--- src/rtl/instruction_fetch_unit.sv ---
// Fetch stage: drives instruction memory at PC and hands {OUT_PC, OUT_INSTRUCTION} to IF/ID.
// Outputs are combinational from state and inputs; BUSYWAIT stalls IF/ID on memory wait, STALL, DRAIN or reset.
module instruction_fetch_unit #(
  parameter logic [31:0] RESET_PC  = 32'h0000_0000,
  parameter logic [31:0] NOP_INSTR = 32'h0000_0013
) (
  input  logic        CLK,
  input  logic        RESET,
  input  logic        BRANCH_TAKEN,
  input  logic [31:0] BRANCH_TARGET,
  input  logic        STALL,
  output logic        IMEM_READ,
  output logic [31:0] IMEM_ADDRESS,
  input  logic [31:0] IMEM_READDATA,
  input  logic        IMEM_BUSYWAIT,
  output logic [31:0] OUT_INSTRUCTION,
  output logic [31:0] OUT_PC,
  output logic        BUSYWAIT
);

  typedef enum logic [1:0] {
    FETCH = 2'd0,
    HOLD  = 2'd1,
    DRAIN = 2'd2
  } state_t;

  state_t      state_q, state_d;
  logic [31:0] pc_q, pc_d;
  logic [31:0] buf_q, buf_d;
  logic [31:0] drain_addr_q, drain_addr_d;

  logic [31:0] branch_pc;
  logic [31:0] pc_inc;

  assign branch_pc = BRANCH_TARGET & ~32'h3;
  assign pc_inc    = pc_q + 32'd4;

  always_comb begin
    IMEM_READ       = 1'b0;
    IMEM_ADDRESS    = pc_q;
    OUT_INSTRUCTION = NOP_INSTR;
    OUT_PC          = pc_q;
    BUSYWAIT        = 1'b1;
    if (RESET) begin
      IMEM_ADDRESS = RESET_PC;
      OUT_PC       = RESET_PC;
    end else begin
      case (state_q)
        FETCH: begin
          IMEM_READ       = 1'b1;
          OUT_INSTRUCTION = IMEM_READDATA;
          BUSYWAIT        = IMEM_BUSYWAIT | STALL;
        end
        HOLD: begin
          OUT_INSTRUCTION = buf_q;
          BUSYWAIT        = STALL;
        end
        DRAIN: begin
          // The abandoned access keeps its own address until memory lets go of it.
          IMEM_READ    = 1'b1;
          IMEM_ADDRESS = drain_addr_q;
        end
        default: begin
          IMEM_READ = 1'b0;
        end
      endcase
      // A redirect turns this cycle into a bubble that IF/ID captures at once.
      if (BRANCH_TAKEN) begin
        OUT_INSTRUCTION = NOP_INSTR;
        BUSYWAIT        = 1'b0;
      end
    end
  end

  always_comb begin
    state_d      = state_q;
    pc_d         = pc_q;
    buf_d        = buf_q;
    drain_addr_d = drain_addr_q;
    case (state_q)
      FETCH: begin
        if (BRANCH_TAKEN) begin
          pc_d = branch_pc;
          if (IMEM_BUSYWAIT) begin
            drain_addr_d = pc_q;
            state_d      = DRAIN;
          end
        end else if (!IMEM_BUSYWAIT) begin
          if (STALL) begin
            buf_d   = IMEM_READDATA;
            state_d = HOLD;
          end else begin
            pc_d = pc_inc;
          end
        end
      end
      HOLD: begin
        if (BRANCH_TAKEN) begin
          pc_d    = branch_pc;
          state_d = FETCH;
        end else if (!STALL) begin
          pc_d    = pc_inc;
          state_d = FETCH;
        end
      end
      DRAIN: begin
        if (BRANCH_TAKEN) begin
          pc_d = branch_pc;
        end
        if (!IMEM_BUSYWAIT) begin
          state_d = FETCH;
        end
      end
      default: begin
        state_d = FETCH;
      end
    endcase
  end

  always_ff @(posedge CLK) begin
    if (RESET) begin
      state_q      <= FETCH;
      pc_q         <= RESET_PC;
      buf_q        <= NOP_INSTR;
      drain_addr_q <= RESET_PC;
    end else begin
      state_q      <= state_d;
      pc_q         <= pc_d;
      buf_q        <= buf_d;
      drain_addr_q <= drain_addr_d;
    end
  end

  a_addr_stable: assert property (@(posedge CLK) disable iff (RESET)
    (IMEM_READ && IMEM_BUSYWAIT) |=> (RESET || IMEM_ADDRESS == $past(IMEM_ADDRESS)));

endmodule

--- config.mk ---
export PLATFORM = sky130hd
export DESIGN_NAME = instruction_fetch_unit
export DESIGN_NICKNAME = d
export VERILOG_FILES = /design/src/rtl/instruction_fetch_unit.sv
export SDC_FILE = /design/constraint.sdc
export NUM_CORES = 1
export LEC_CHECK = 0
export CAP_MARGIN = 40
export CORE_MARGIN = 2
export CORE_UTILIZATION = 51
export DETAILED_ROUTE_END_ITERATION = 8
export GPL_TIMING_DRIVEN = 0
export PLACE_DENSITY = 0.84
export SLEW_MARGIN = 10
export SYNTH_ARGS = -nofsm -noshare
export SYNTH_HDL_FRONTEND = slang
export SYNTH_SLANG_ARGS = --single-unit
--- constraint.sdc ---
create_clock -name CLK -period 4.25 [get_ports CLK]
set_clock_uncertainty 0.1 [all_clocks]
set_input_delay 0.425 -clock CLK [delete_from_list [all_inputs] [get_ports CLK]]
set_output_delay 0.425 -clock CLK [all_outputs]
set_load 0.02 [all_outputs]
==> results.md, run 1 <==
- Run status: complete, no violations
- Worst-path cell chain: buf_2 -> nor2b_1 -> clkbuf_1 -> clkbuf_1 -> nand2_1 -> a21oi_1 -> clkdlybuf4s50_1
- Port Buf Inserts: 159
- Post-Syn Instances: 757
- Antenna Violating Nets Remaining: 0
- Clock latency on the worst-skew pair: 360 ps
- Min-delay worst type: register to register
- Number of top-level pins: 167
- Clock slew seen by the registers of the worst setup and hold paths: 90 ps
- Number of enable-type register cells in the synthesized netlist: 0
- Met2 usage in global routing: 0.4982
- Startpoint of the lowest-slack register-to-register path: pc_q[3]$_SDFFE_PP0P_
- Filler instances: 835
- Maximum number of pins on one net before global-route repair: 16
- WP data arrival: 2860 ps
- Post-Syn Area: 5239 um^2
- Upper clock frequency limit: 295.6 MHz
- Sequential element share of the synthesized area: 0.3592
- Kind of capture point of the worst setup path: output port
- Violation count after the first detailed-routing iteration: 561
- Relative contribution of combinational cells to total power: 0.226
- Main combinational cell family by area after synthesis: simple AND/OR/NAND/NOR gates
- Slew margin rel.: 0.4301
- Pwr/cell area: 273.9 nW/um^2
- Via-to-Cell Ratio: 5.763
- Sequential cell fraction of total power: 0.484
- Nets: 1,000
- Proportion of synthesized area in mux cells: 0.06114
- Antenna cell count: 0
- Met1 track demand over resource: 0.4279
- Summed negative setup slack over all endpoints: 0 ps
- Wire length after detailed routing: 17.63 mm
- Share of cells above drive strength 1: 0.03316
- RSZ-0062 raised after global routing: false
- Startpoint Class: register
- Floorplan die height: 105.4 um
- Worst endpoint required time: 3720 ps
- Pins over their slew limit: 0
- Maximum ir drop on the vdd rail: 143.3 uV
- Setup fix buffers added after clock tree synthesis: 0
- HPWL after detailed placement: 13.02 mm
- Max-cap violations: 0
- Root Buffer: sky130_fd_sc_hd__clkbuf_8
- Number of antenna violations at the first check in global routing: 0
- Sequential cell area in the final layout: 1882 um^2
- Fraction of power spent switching nets: 0.3088
- Final setup violation count: 0
- Final worst-path cycle share: 0.7961
- Flip-flop cell with the highest count after synthesis: sky130_fd_sc_hd__dfxtp_1
- Peak-usage layer in the global routing report: met2
- Period minus WS final: 3383 ps
- Leakage power of the design: 0.002380 uW
- First-pass GRT wire length: 28.24 mm
- Synth warn: 0
- Routability cong.: 0.9284
- Endpoint of the worst setup timing path: IMEM_ADDRESS[31]
- Flip-flop and latch count after synthesis: 94
- Critical setup path kind: register to output port
- Buffers & Inverters on Critical Path: 4
- First-pass DRT Iterations: 9
- Most used cells in the layout excluding fill and tap cells: sky130_fd_sc_hd__nand2_1 (211), sky130_fd_sc_hd__clkdlybuf4s50_1 (159), sky130_fd_sc_hd__a21oi_1 (104)
- H-tree depth reported by CTS: 3
- Arithmetic-cell share of the synthesized area counting full adders, half adders and majority gates: 0.002388
- Most common library cell in the layout ignoring fill and taps: sky130_fd_sc_hd__nand2_1
- Highest fanout seen on the critical path: 10
- Cell repeated most along the worst path: sky130_fd_sc_hd__clkbuf_1
- Total number of vias: 6,155
- Internal Dissipation: 1362 uW
- Number of global-route vias before repair: 5,712
- Initial cell density of the core: 0.5311
- Clock tree from TritonCTS: built
- Area delta synth->final: 37.31%
- Highest cell delay on the worst timing path: 650 ps
- Die footprint: 11,100 um^2
- Global routing usage summed across all routing layers: 0.3126
- DRC errors left: 0
- End of the worst register-to-register path: pc_q[20]$_SDFFE_PP0P_
- Slowest stage cell, crit path: sky130_fd_sc_hd__clkdlybuf4s50_1
- Width of the chip: 105.4 um
- Least-Margin Pin Slew: 848.4 ps
- Worst Hold Depth: 2
- Met3 track utilization from global routing: 0.04020
- Area of the multi-input gates: 3052 um^2
- Category of cells accounting for the largest share of critical-path delay: buffers and inverters
- Sinks on the clock net: 94
- CORE AREA: 9864 um^2
- Total clock buffers created by CTS: 9
- Detailed-route wire length per cell: 16.51 um
- Post-synth cell types: 50
- Minimum setup slack among reg-to-reg paths: 1330 ps
- Launch point of the critical path: state_q[1]$_SDFFE_PP0P_
- Critical Path Stages: 7
- Final hold violations: 0
- Layout Utilization: 0.7292
- Logic depth of the worst register-to-register path: 7
- Sw Pwr: 608.4 uW
- Post-synthesis compound-gate area fraction: 0.1908
- Average cell area after synthesis: 6.920 um^2
- Area share of xor/xnor cells in the synthesized design: 0.006687
- Async set-reset flop share out of synthesis: 0
- Relative contribution of the clock network to total power: 0.290
- Number of buffers on the longest clock path: 2
- Aggregate global routing overflow: 0
- Row cnt: 36
- Post-cts sizing count: 0
- Post-synthesis simple-gate area fraction: 0.3186
- # hold bufs at CTS: 0
## synthesized netlist by cell type (2+ instances only)
| cell | instances | area share |
|---|---|---|
| sky130_fd_sc_hd__a21o_1 | 2 | 0.0029 |
| sky130_fd_sc_hd__a21oi_1 | 104 | 0.099 |
| sky130_fd_sc_hd__a22oi_1 | 7 | 0.010 |
| sky130_fd_sc_hd__a311oi_1 | 2 | 0.0033 |
| sky130_fd_sc_hd__a31oi_1 | 8 | 0.0096 |
| sky130_fd_sc_hd__a41oi_1 | 2 | 0.0033 |
| sky130_fd_sc_hd__and2_1 | 5 | 0.0060 |
| sky130_fd_sc_hd__and3_1 | 7 | 0.0084 |
| sky130_fd_sc_hd__buf_1 | 5 | 0.0036 |
| sky130_fd_sc_hd__buf_2 | 7 | 0.0067 |
| sky130_fd_sc_hd__buf_4 | 4 | 0.0057 |
| sky130_fd_sc_hd__clkbuf_1 | 56 | 0.040 |
| sky130_fd_sc_hd__dfxtp_1 | 94 | 0.36 |
| sky130_fd_sc_hd__inv_1 | 3 | 0.0021 |
| sky130_fd_sc_hd__mux2i_1 | 32 | 0.061 |
| sky130_fd_sc_hd__nand2_1 | 211 | 0.15 |
| sky130_fd_sc_hd__nand2b_1 | 6 | 0.0072 |
| sky130_fd_sc_hd__nand3_1 | 23 | 0.022 |
| sky130_fd_sc_hd__nand3b_1 | 4 | 0.0057 |
| sky130_fd_sc_hd__nand4_1 | 11 | 0.013 |
| sky130_fd_sc_hd__nor2_1 | 54 | 0.039 |
| sky130_fd_sc_hd__nor2b_1 | 29 | 0.035 |
| sky130_fd_sc_hd__nor3_1 | 8 | 0.0076 |
| sky130_fd_sc_hd__nor4_1 | 5 | 0.0060 |
| sky130_fd_sc_hd__nor4b_1 | 2 | 0.0033 |
| sky130_fd_sc_hd__o211ai_1 | 3 | 0.0043 |
| sky130_fd_sc_hd__o21ai_0 | 28 | 0.027 |
| sky130_fd_sc_hd__o311ai_1 | 5 | 0.0084 |
| sky130_fd_sc_hd__o31a_1 | 2 | 0.0033 |
| sky130_fd_sc_hd__o31ai_1 | 3 | 0.0043 |
| sky130_fd_sc_hd__or3_1 | 3 | 0.0036 |
| sky130_fd_sc_hd__xor2_1 | 4 | 0.0067 |
## cells by family after synthesis
kind of cell | Yosys count
buf+inv | 76
xor+xnor | 4
flops | 94
compound gates | 175
mux | 32
other cells | 1
simple gates | 374
fa+ha+maj | 1
## worst min-delay path by stage
stage | start | end | slack (ps)
6_report | drain_addr_q[2]$_SDFFE_PP0P_ | drain_addr_q[2]$_SDFFE_PP0P_ | 360
5_1_grt | drain_addr_q[20]$_SDFFE_PP0P_ | drain_addr_q[20]$_SDFFE_PP0P_ | 370
4_1_cts | RESET | pc_q[18]$_SDFFE_PP0P_ | 350
3_5_place_dp | drain_addr_q[29]$_SDFFE_PP0P_ | drain_addr_q[29]$_SDFFE_PP0P_ | 350
3_3_place_gp | drain_addr_q[11]$_SDFFE_PP0P_ | drain_addr_q[11]$_SDFFE_PP0P_ | 340
2_1_floorplan | buf_q[10]$_SDFFE_PP0P_ | buf_q[10]$_SDFFE_PP0P_ | 340
## state kept, by name, indices dropped and copies added (netlist names)
register and count:
buf_q 32, pc_q 30, state_q 2, drain_addr_q 30
## tightest hold or removal path, stage by stage (launching register included)
cell                      delay (ps)
sky130_fd_sc_hd__dfxtp_1         320
sky130_fd_sc_hd__nand2_1          50
sky130_fd_sc_hd__a21oi_1          50
## final cells by class
| cell class | instances | area share |
|---|---|---|
| tap | 133 | 0.02313 |
| clock inverter | 4 | 0.004175 |
| sequential | 94 | 0.2616 |
| timing repair buffer | 159 | 0.2213 |
| inverter | 3 | 0.001565 |
| clock buffer | 12 | 0.02157 |
| buffer | 73 | 0.04244 |
| multi-input combinational | 590 | 0.4242 |
## stage by stage
step | total power (uW) | hold slack, ps | std cells | instance area (um^2) | setup slack, ps
3_5_place_dp | 1409 | 346.5 | 1052 | 7008 | 1101
5_1_grt | 2048 | 374.9 | 1068 | 7193 | 761.7
6_report | 1970 | 359.0 | 1068 | 7193 | 866.7
2_1_floorplan | 1201 | 336.0 | 760 | 5250 | 2093
4_1_cts | 1966 | 347.8 | 1068 | 7193 | 910.5
3_3_place_gp | 1400 | 341.9 | 1052 | 7008 | 1129
## power by group through the flow
stage          clock [uW]  sequential, uW  combinational, uW
4_1_cts               575             951                441
3_5_place_dp            0             972                437
2_1_floorplan           0             960                241
5_1_grt               612             958                479
3_3_place_gp            0             970                430
6_report              571             953                445
## layer usage
metal	vias up	wire length [um]
li1	2907	-
met1	2857	7429
met2	348	8259
met3	43	1467
met4	0	475
met5	-	0
Power figures use the tool's default switching activity.
==> run 2, diff against run 1 <==
CORE_UTILIZATION = 42   (was 51)
PLACE_DENSITY = 0.74   (was 0.84)
clock period = 3.1 ns   (was 4.25 ns; I/O delays follow)
==> results.md, run 2 (synthesis results as in run 1) <==
- Run status: complete, no violations
- Upper clock frequency limit: 343.0 MHz
- Met3 track utilization from global routing: 0.03086
- Number of top-level pins: 167
- Final setup violation count: 0
- Antenna cell count: 0
- Worst endpoint required time: 2690 ps
- Met1 track demand over resource: 0.3589
- Min-delay worst type: input port to register
- Number of buffers on the longest clock path: 2
- Clock latency on the worst-skew pair: 350 ps
- Width of the chip: 115.7 um
- Clock slew seen by the registers of the worst setup and hold paths: 70 ps
- H-tree depth reported by CTS: 3
- Nets: 1,000
- Maximum ir drop on the vdd rail: 315.7 uV
- Largest reg by FF count: buf_q
- Wire length after detailed routing: 17.18 mm
- Port Buf Inserts: 159
- Slew margin rel.: 0.3753
- Max FFs per register: 32
- Aggregate global routing overflow: 0
- Row cnt: 40
- Critical setup path kind: input port to output port
- Global routing usage summed across all routing layers: 0.2562
- Detailed-route wire length per cell: 15.58 um
- Final worst-path cycle share: 0.9404
- Startpoint of the lowest-slack register-to-register path: pc_q[2]$_SDFFE_PP0P_
- Leakage power of the design: 0.002459 uW
- Pins over their slew limit: 0
- Total clock buffers created by CTS: 9
- Pwr/cell area: 431.6 nW/um^2
- Root Buffer: sky130_fd_sc_hd__clkbuf_16
- Launch point of the critical path: BRANCH_TAKEN
- Worst Hold Depth: 4
- Logic depth of the worst register-to-register path: 7
- DRC errors left: 0
- Violation count after the first detailed-routing iteration: 419
- Startpoint Class: input port
- Hold Startpoint: RESET
- Via-to-Cell Ratio: 5.412
- Routability cong.: 0.9162
- CORE AREA: 12,110 um^2
- Clock tree from TritonCTS: built
- Max-cap violations: 0
- Number of global-route vias before repair: 5,357
- Share of cells above drive strength 1: 0.03743
- HPWL after detailed placement: 12.51 mm
- Most common library cell in the layout ignoring fill and taps: sky130_fd_sc_hd__nand2_1
- Met2 usage in global routing: 0.3981
- Minimum setup slack among reg-to-reg paths: 280 ps
- Final hold violations: 0
- Number of antenna violations at the first check in global routing: 0
- Initial cell density of the core: 0.4325
- WP data arrival: 2510 ps
- Floorplan die height: 115.7 um
- Registers with the most flip-flops: buf_q x32, drain_addr_q x30, pc_q x30
- Post-layout instance count excluding filler cells: 1,103
- Most used cells in the layout excluding fill and tap cells: sky130_fd_sc_hd__nand2_1 (211), sky130_fd_sc_hd__clkdlybuf4s50_1 (159), sky130_fd_sc_hd__a21oi_1 (104)
- Sinks on the clock net: 94
- Antenna Violating Nets Remaining: 0
- Maximum number of pins on one net before global-route repair: 16
- First-pass GRT wire length: 27.10 mm
- Die footprint: 13,380 um^2
- Period minus WS final: 2915 ps
- Highest fanout seen on the critical path: 10
- Post-Place Cells: 1,087
- Kind of capture point of the worst setup path: output port
- First-pass DRT Iterations: 6
- Total number of vias: 5,969
- Least-Margin Pin Slew: 929.2 ps
- Peak-usage layer in the global routing report: met2
- Area delta synth->final: 41.18%
- # hold bufs at CTS: 0
- RSZ-0062 raised after global routing: false
- Summed negative setup slack over all endpoints: 0 ps
==> run 2: worst max-delay path, stage by stage <==
cell	delay, ps
sky130_fd_sc_hd__clkdlybuf4s50_1	490
sky130_fd_sc_hd__or3_4	380
sky130_fd_sc_hd__clkbuf_1	280
sky130_fd_sc_hd__clkbuf_1	280
sky130_fd_sc_hd__nor2_1	150
sky130_fd_sc_hd__clkdlybuf4s50_1	620
==> run 2: worst paths after layout <==
kind | end
hold / removal | pc_q[18]$_SDFFE_PP0P_
setup reg to reg | pc_q[26]$_SDFFE_PP0P_
setup / recovery | OUT_INSTRUCTION[26]
hold reg to reg | buf_q[26]$_SDFFE_PP0P_
==> run 2: where the power goes <==
group,total (uW),internal (uW),switching (uW)
combinational,606,271,335
sequential,1310,1260,48.9
clock,1280,788,492
total,3190,2320,876
==> run 2: layout make-up <==
class	count	area, um^2
repair buffers	159	1592
flip-flops and latches	94	1882
fillers	1175	4716
well taps	168	210.2
clock buffers	10	229.0
plain buffers	73	310.3
multi-input cells	590	3052
clock inverters	6	110.1
inverters	3	11.26
==> run 2: routing by layer <==
layer	wire, um	vias up	share of wire
met2	7861	273	0.46
li1	-	2912	-
met5	0	-	0
met3	1376	26	0.080
met4	415	0	0.024
met1	7529	2758	0.44
==> run 2: stage by stage <==
stage          cell area [um^2]  setup WS, ps    util  total power, uW  hold WS, ps
2_1_floorplan              5250          1108       -             1646        319.0
3_3_place_gp               7052         170.4  0.5822             1927        341.9
3_5_place_dp               7052         197.3  0.5822             1931        346.1
4_1_cts                    7392         31.97  0.6103             3193        247.6
5_1_grt                    7396         11.89  0.6106             3307        261.2
6_report                   7396         184.7  0.6106             3192        241.1
==> run 2: what timing repair did <==
action / 4_1_cts / 5_1_grt
gates cloned: 0 / 0
endpoints found under the setup margin: 7 / 25
hold endpoints to repair: 0 / 0
gates resized for setup: 1 / 6
setup buffers: 0 / 0
